==> config.mk <==
export PLATFORM = sky130hd
export DESIGN_NAME = pipe_stage_skid
export DESIGN_NICKNAME = d
export VERILOG_FILES = /design/src/rtl/pipe_pkg.sv /design/src/rtl/pipe_stage_skid.sv
export SDC_FILE = /design/constraint.sdc
export NUM_CORES = 1
export LEC_CHECK = 0
export CELL_PAD_IN_SITES_DETAIL_PLACEMENT = 1
export CELL_PAD_IN_SITES_GLOBAL_PLACEMENT = 2
export CORE_MARGIN = 8
export CORE_UTILIZATION = 31
export CTS_BUF_LIST = sky130_fd_sc_hd__clkbuf_8
export CTS_CLUSTER_DIAMETER = 100
export DETAILED_ROUTE_END_ITERATION = 10
export GPL_ROUTABILITY_DRIVEN = 1
export GPL_TIMING_DRIVEN = 0
export PLACE_DENSITY = 0.87
export SYNTH_ARGS = -nofsm -noshare
export SYNTH_HDL_FRONTEND = slang
export SYNTH_SLANG_ARGS = --single-unit
==> constraint.sdc <==
create_clock -name clk -period 2.39 [get_ports clk]
set_clock_uncertainty 0.2 [all_clocks]
set_input_delay 0.239 -clock clk [delete_from_list [all_inputs] [get_ports clk]]
set_output_delay 0.239 -clock clk [all_outputs]
set_load 0.02 [all_outputs]
==> src/rtl/pipe_pkg.sv <==
// Shared pipeline-stage types: payload layout, bubble constant and the
// three-state occupancy encoding used by pipe_stage_skid.
package pipe_pkg;

  localparam logic [31:0] NOP_INST = 32'h0000_0013;

  typedef struct packed {
    logic [31:0] pc;
    logic [31:0] inst;
  } if_id_payload_t;

  typedef enum logic [1:0] {
    ST_EMPTY = 2'd0,
    ST_ONE   = 2'd1,
    ST_TWO   = 2'd2
  } stage_state_e;

  // pc=0 carrying addi x0,x0,0 so a bubble decodes as a harmless NOP
  localparam if_id_payload_t IF_ID_BUBBLE = '{pc: 32'h0, inst: NOP_INST};

  function automatic logic [1:0] occ_of(stage_state_e s);
    case (s)
      ST_ONE:  return 2'd1;
      ST_TWO:  return 2'd2;
      default: return 2'd0;
    endcase
  endfunction

endpackage

==> src/rtl/pipe_stage_skid.sv <==
// Elastic pipeline register with optional two-entry skid buffer, flush
// with bubble insertion and occupancy reporting.
module pipe_stage_skid
  import pipe_pkg::*;
#(
  parameter int                 DATA_W       = 64,
  parameter logic [DATA_W-1:0]  BUBBLE_VALUE = DATA_W'(IF_ID_BUBBLE),
  parameter bit                 SKID_EN      = 1'b1
) (
  input  logic              clk,
  input  logic              rst_n,
  input  logic              flush,
  input  logic              in_valid,
  output logic              in_ready,
  input  logic [DATA_W-1:0] in_data,
  output logic              out_valid,
  input  logic              out_ready,
  output logic [DATA_W-1:0] out_data,
  output logic [1:0]        occupancy
);

  stage_state_e      state_reg, state_next;
  logic [DATA_W-1:0] main_data_reg, main_data_next;
  logic [DATA_W-1:0] skid_data_reg, skid_data_next;
  logic              main_valid;
  logic              accept;
  logic              consume;

  assign main_valid = (state_reg != ST_EMPTY);
  assign accept     = in_valid && in_ready;
  assign consume    = main_valid && out_ready;

  assign out_valid  = main_valid;
  assign out_data   = main_valid ? main_data_reg : BUBBLE_VALUE;
  assign occupancy  = occ_of(state_reg);

  always_comb begin
    state_next     = state_reg;
    main_data_next = main_data_reg;
    skid_data_next = skid_data_reg;
    if (flush) begin
      // a concurrent accept is dropped; a concurrent consume is not retracted
      state_next     = ST_EMPTY;
      main_data_next = BUBBLE_VALUE;
      skid_data_next = BUBBLE_VALUE;
    end else begin
      case (state_reg)
        ST_EMPTY: begin
          if (accept) begin
            state_next     = ST_ONE;
            main_data_next = in_data;
          end
        end
        ST_ONE: begin
          if (accept && consume) begin
            main_data_next = in_data;
          end else if (accept && SKID_EN) begin
            state_next     = ST_TWO;
            skid_data_next = in_data;
          end else if (consume) begin
            state_next     = ST_EMPTY;
          end
        end
        ST_TWO: begin
          if (consume) begin
            state_next     = ST_ONE;
            main_data_next = skid_data_reg;
            skid_data_next = BUBBLE_VALUE;
          end
        end
        default: begin
          state_next = ST_EMPTY;
        end
      endcase
    end
  end

  always_ff @(posedge clk or negedge rst_n) begin
    if (!rst_n) begin
      state_reg     <= ST_EMPTY;
      main_data_reg <= BUBBLE_VALUE;
      skid_data_reg <= BUBBLE_VALUE;
    end else begin
      state_reg     <= state_next;
      main_data_reg <= main_data_next;
      skid_data_reg <= skid_data_next;
    end
  end

  generate
    if (SKID_EN) begin : g_skid
      // registered ready: looks ahead at the next state so no path from out_ready
      logic in_ready_reg;
      always_ff @(posedge clk or negedge rst_n) begin
        if (!rst_n) in_ready_reg <= 1'b1;
        else        in_ready_reg <= (state_next != ST_TWO);
      end
      assign in_ready = in_ready_reg;
    end else begin : g_single
      assign in_ready = !main_valid || out_ready;
    end
  endgenerate

endmodule

# Word level (Yosys, flattened, before mapping)
# Index checks and enable logic that the tools add are counted.
[classes]
n_reduce_logical = 9
n_eq_ne = 8
muxes = 18
[ops]
columns = ["operator", "n"]
rows = [
  ["2-to-1 mux 64 bit", 8],
  ["case mux 64 bit (3 select lines)", 1],
  ["case mux 64 bit (2 select lines)", 1],
  ["inequality test 3 bit (second input constant)", 5],
  ["2-to-1 mux 2 bit", 6],
  ["AND reduction 4 bit", 2],
  ["case mux 2 bit (3 select lines)", 1],
  ["case mux 2 bit (2 select lines)", 1],
  ["nonzero test 4 bit", 1],
  ["logical AND 1 bit", 3],
  ["nonzero test 3 bit", 1],
  ["equality test 2 x 1 -> 1 bit (second input constant)", 1],
  ["equality test 2 bit (second input constant)", 1],
  ["logical NOT 2 bit", 1],
  ["inequality test 2 bit (second input constant)", 1],
  ["nonzero test 2 bit", 1],
]
[word_totals]
ff_bits = 131
output_inout_bits = 68
word_cells = 39

# Logic depth before layout (Yosys ltp)
[logic_depth]
word_depth = 8
mapped_depth = 8
depth_no_buf = 5

# Least setup slack after synthesis
# Ideal clock, no wire load.
[synth_path]
path_type = "register -> register"
from = "reg state_reg[0]"
to = "reg main_data_reg[2]"
setup_time_ns = 0.128
slack_ns = 0.658
n_path_buf = 2
stages_incl_launch_ff = 8
t_arrival_ns = 1.404
cell_sequence = "dfrtp_1 > nand2b_2 > inv_2 > nor2_2 > buf_4 > buf_2 > a22oi_1 > o21ai_0"
[synth_via]
elab_chain_len = 5
[synth_lines]
columns = ["item", "line_no", "source"]
rows = [
  ["start, declared", "pipe_stage_skid.sv:22", "stage_state_e state_reg, state_next;"],
  ["start signal, assigned", "pipe_stage_skid.sv:84", "state_reg <= state_next;"],
  ["nonzero test 2 bit", "pipe_stage_skid.sv:29", "assign main_valid = (state_reg != ST_EMPTY);"],
  ["logical AND 1 bit", "pipe_stage_skid.sv:31", "assign consume = main_valid && out_ready;"],
  ["logical AND 1 bit", "pipe_stage_skid.sv:55", "if (accept && consume) begin"],
  ["inequality test 3 bit (no source line)", "n/a", ""],
  ["AND reduction 4 bit (no source line)", "n/a", ""],
  ["end signal, assigned", "pipe_stage_skid.sv:85", "main_data_reg <= main_data_next;"],
  ["end, declared", "pipe_stage_skid.sv:23", "logic [DATA_W-1:0] main_data_reg, main_data_next;"],
]
# Several ways; a longest one is shown, not always the timed one.
# A chain may end at the register's enable or synchronous reset.

# Final worst setup path
[layout_path]
from = "reg state_reg[0]"
to = "out out_data[59]"
[layout_via]
elab_chain_len = 2
[layout_lines]
columns = ["item", "line_no", "source"]
rows = [
  ["nonzero test 2 bit", "pipe_stage_skid.sv:29", ""],
  ["2-to-1 mux 64 bit", "pipe_stage_skid.sv:34", "assign out_data = main_valid ? main_data_reg : BUBBLE_VALUE;"],
  ["end, declared", "pipe_stage_skid.sv:18", "output logic [DATA_W-1:0] out_data,"],
]
# No other way between the ends.

==> results.md <==
- DPL Wire Length: ~14 mm
- Dominant cell type by area after synthesis: dfrtp_1
- DR pass1 iterations: 4
- Cts bufs inserted: 17
- Synthesized flop and latch total: ~130
- Initial antenna violation count: 0
- First-pass GRT wire length: roughly 32 mm
- Synth top area share: 52.0%
- Post-synth EDFFs: 0
- Core area: between 15000 and 20000 µm²
- Post-synthesis adder-cell area fraction: 0%
- Crit path required time: roughly 2.0 ns
- Final WL: approximately 19 mm
- Fmax: ~440 MHz
- Synth area leaders: dfrtp_1 (52%), nand2_1 (12%), o21ai_0 (8.4%)
- Mux contribution to synthesized area: 0%
- Combinational family with the most area after synthesis: simple AND/OR/NAND/NOR gates
- Multi-input logic area: 2370 µm²
- Max FO, Critical Path: 10
- Cells after Synth: ~660
- R2R Path End: skid_data_reg[59]$_DFFE_PN0P_
- HP Class: in -> async
- Slew @ Worst Pin: ~0.64 ns
- GRT Resource Usage Total: around 17%
- Unrepaired setup endpoints after global routing: false
- Switching share of total power: between 20 and 30%
- Final period utilization: roughly 95%
- Synth Area in Simple Gates: 19.9%
- Dpl ws: -0.469 ns
- Initial drt markers: between 150 and 200
- Clk_lat worst skew: 0.43 ns
- Warnings from Yosys: 0
- Largest net degree at the start of global routing: 69
- Total gr overflow: 0
- Setup crit start kind: register
- Max_slew headroom: between 50% and 60%
- Critical Path AT: approximately 1.8 ns
- Clock power frac: approximately a third
- Sequential share of power: around 48%
- Maximum clock path buffer count: 2
- Psw: roughly 1500 µW
- Routed Antenna Nets: 0
- Reg2Reg Setup Slack: ~0.20 ns
- Die Y: around 150 µm
- Port Buffers: about 140
- Fin Hold WS: 0.162 ns
- Via count: between 5000 and 6000
- Synth Flop Type: dfrtp_1
- Synth Cell Area: 5960 µm²
- Synth unique cells: 27
- Area of the die: between 20000 and 25000 µm²
- Clk sinks: roughly 130
- Final slew viol count: 0
- Max VDD drop: about 300 µV
- Initial Utilization: 31.8%
- CTS tree: built
- Outcome: completed
- H-tree lvl count: 4
- Layout area overhead: 34.3%
- Combinational Power Share: approximately 17%
- Register Area: 3290 µm²
- PD cells: ~660 nW/µm²
- Fillers: 2215
- CTS Root Buffer Type: clkbuf_8
- Die width: about 150 µm
- Clock transition at the registers of the reported paths: 0.07 ns
- LEAKAGE: around 0.0037 µW
- Compound-Gate Fraction of Synth Area: 19.5%
- Int Pwr: roughly 3700 µW
- Final Hold Viols: 0
- Final std cells w/o fill: 1061
- DR DRC count: 0
- XOR/XNOR Fraction of Synth Area: 0.147%
- Reg2reg path depth: 7
- Crit. End Element: output pin
- Worst reg2reg path startpoint: state_reg[0]$_DFF_PN0_
- Setup violators final: 0
- PnR worst setup slack: around 0.12 ns
- Async S/R FF share, synth: 100%
- Synthesized Nets: between 700 and 800
- Ports: between 100 and 150
- GPL Wtd Cong: approximately 0.8
- Placed insts: about 1000
- Setup TNS: 0 ns
- Mean area per synthesized cell: slightly above 9 µm²
- Vias per inst: 4.99
- Num rows: 50
- Sequential cell area fraction in the yosys report: around 55%
- Diode count: 0
- Tmin final: 2.27 ns
- Share of layout cells above drive strength 1: between 10% and 20%
- Routed len/inst: between 15 and 20 µm
- Vias in the first global route: 5911
- Nets: roughly 880
- Max Cap Violations: 0
- Setup CP Type: reg -> out
==> how the worst max path moves through the flow <==
stage	cells past startpoint	from	slack [ns]	to
3_5_place_dp	5	state_reg[1]$_DFF_PN0_	-0.47	out_data[39]
3_3_place_gp	1	rst_n	-4.25	main_data_reg[27]$_DFFE_PN0P_
2_1_floorplan	7	state_reg[0]$_DFF_PN0_	0.66	main_data_reg[2]$_DFFE_PN0P_
4_1_cts	6	state_reg[0]$_DFF_PN0_	0.007	out_data[37]
6_report	4	state_reg[0]$_DFF_PN0_	0.12	out_data[59]
5_1_grt	4	state_reg[0]$_DFF_PN0_	0.005	out_data[59]
==> power groups by stage <==
stage                     registers, µW  logic [µW]  clock network [µW]
after CTS                          2540         935                1860
after global routing               2560        1010                1950
after floorplan                    2540         492                   0
final                              2540         910                1810
after global placement             2570         906                   0
after detailed placement           2580         947                   0
==> worst max-delay path, stage by stage, from the launching register on <==
cell and delay, ns:
dfrtp_2 0.45, nor2_4 0.14, clkbuf_4 0.21, nor2b_1 0.06
clkdlybuf4s50_1 0.54
==> cells in the mapped netlist, types with 5 or more instances <==
master    instances
a22oi_1          61
buf_2            18
buf_6             6
clkbuf_1         22
clkbuf_2          6
dfrtp_1         124
dfstp_2           7
inv_1             5
nand2_1         188
nor2b_1          63
o21ai_0         100
o21ai_1          25
==> final cells by class <==
cell class                      instances  area share, %
Sequential cell                       131           41.1
Multi-Input combinational cell        463           29.6
Timing Repair Buffer                  140           16.6
Buffer                                 55           4.09
Tap cell                              234           3.66
Clock buffer                           21           3.61
Clock inverter                         11           1.09
Inverter                                6          0.281
==> logic make-up (layout without fill, tap and decap cells) <==
kind of cell / after synthesis / after routing
AOI/OAI and AO/OA: 196 / 196
DFF: 131 / 131
buffers and inverters: 61 / 233
and+or+nand+nor: 266 / 266
xor gates and xnor gates: 1 / 1
==> per-layer routing <==
metal  GRT usage, %  up-vias  share of wire (%)
met5              0        -                  0
met2           28.6      112                 50
met4           5.09        0                1.3
met1           20.0     2638                 44
met3           4.35       18                5.0
li1               -     2522                  -
==> placed cells by master (no fill, tap or decap), types with 19 or more instances in the layout <==
cell type and instances:
a22oi_1 61, buf_2 19, clkbuf_8 21, clkdlybuf4s50_1 70
dfrtp_1 122, dlygate4sd2_1 48, nand2_1 188, nor2b_1 63
o21ai_0 100, o21ai_1 25
==> through the flow <==
stage                     power (µW)  area, µm²  utilization, %
after floorplan                 3030       5960               -
after global placement          3470       7610            40.5
after detailed placement        3530       7640            40.7
after CTS                       5330       8020            42.7
after global routing            5530       8010            42.7
final                           5250       8010            42.7
==> timing repair <==
item | 4_1_cts | 5_1_grt
hold buffers | 2 | 0
resized for setup | 89 | 20
pin swaps | 1 | 0
hold endpoints to repair | 64 | 0
setup endpoints to repair | 90 | 48
setup buffers | 2 | 0
No activity file was read; power rests on OpenSTA's default activity.
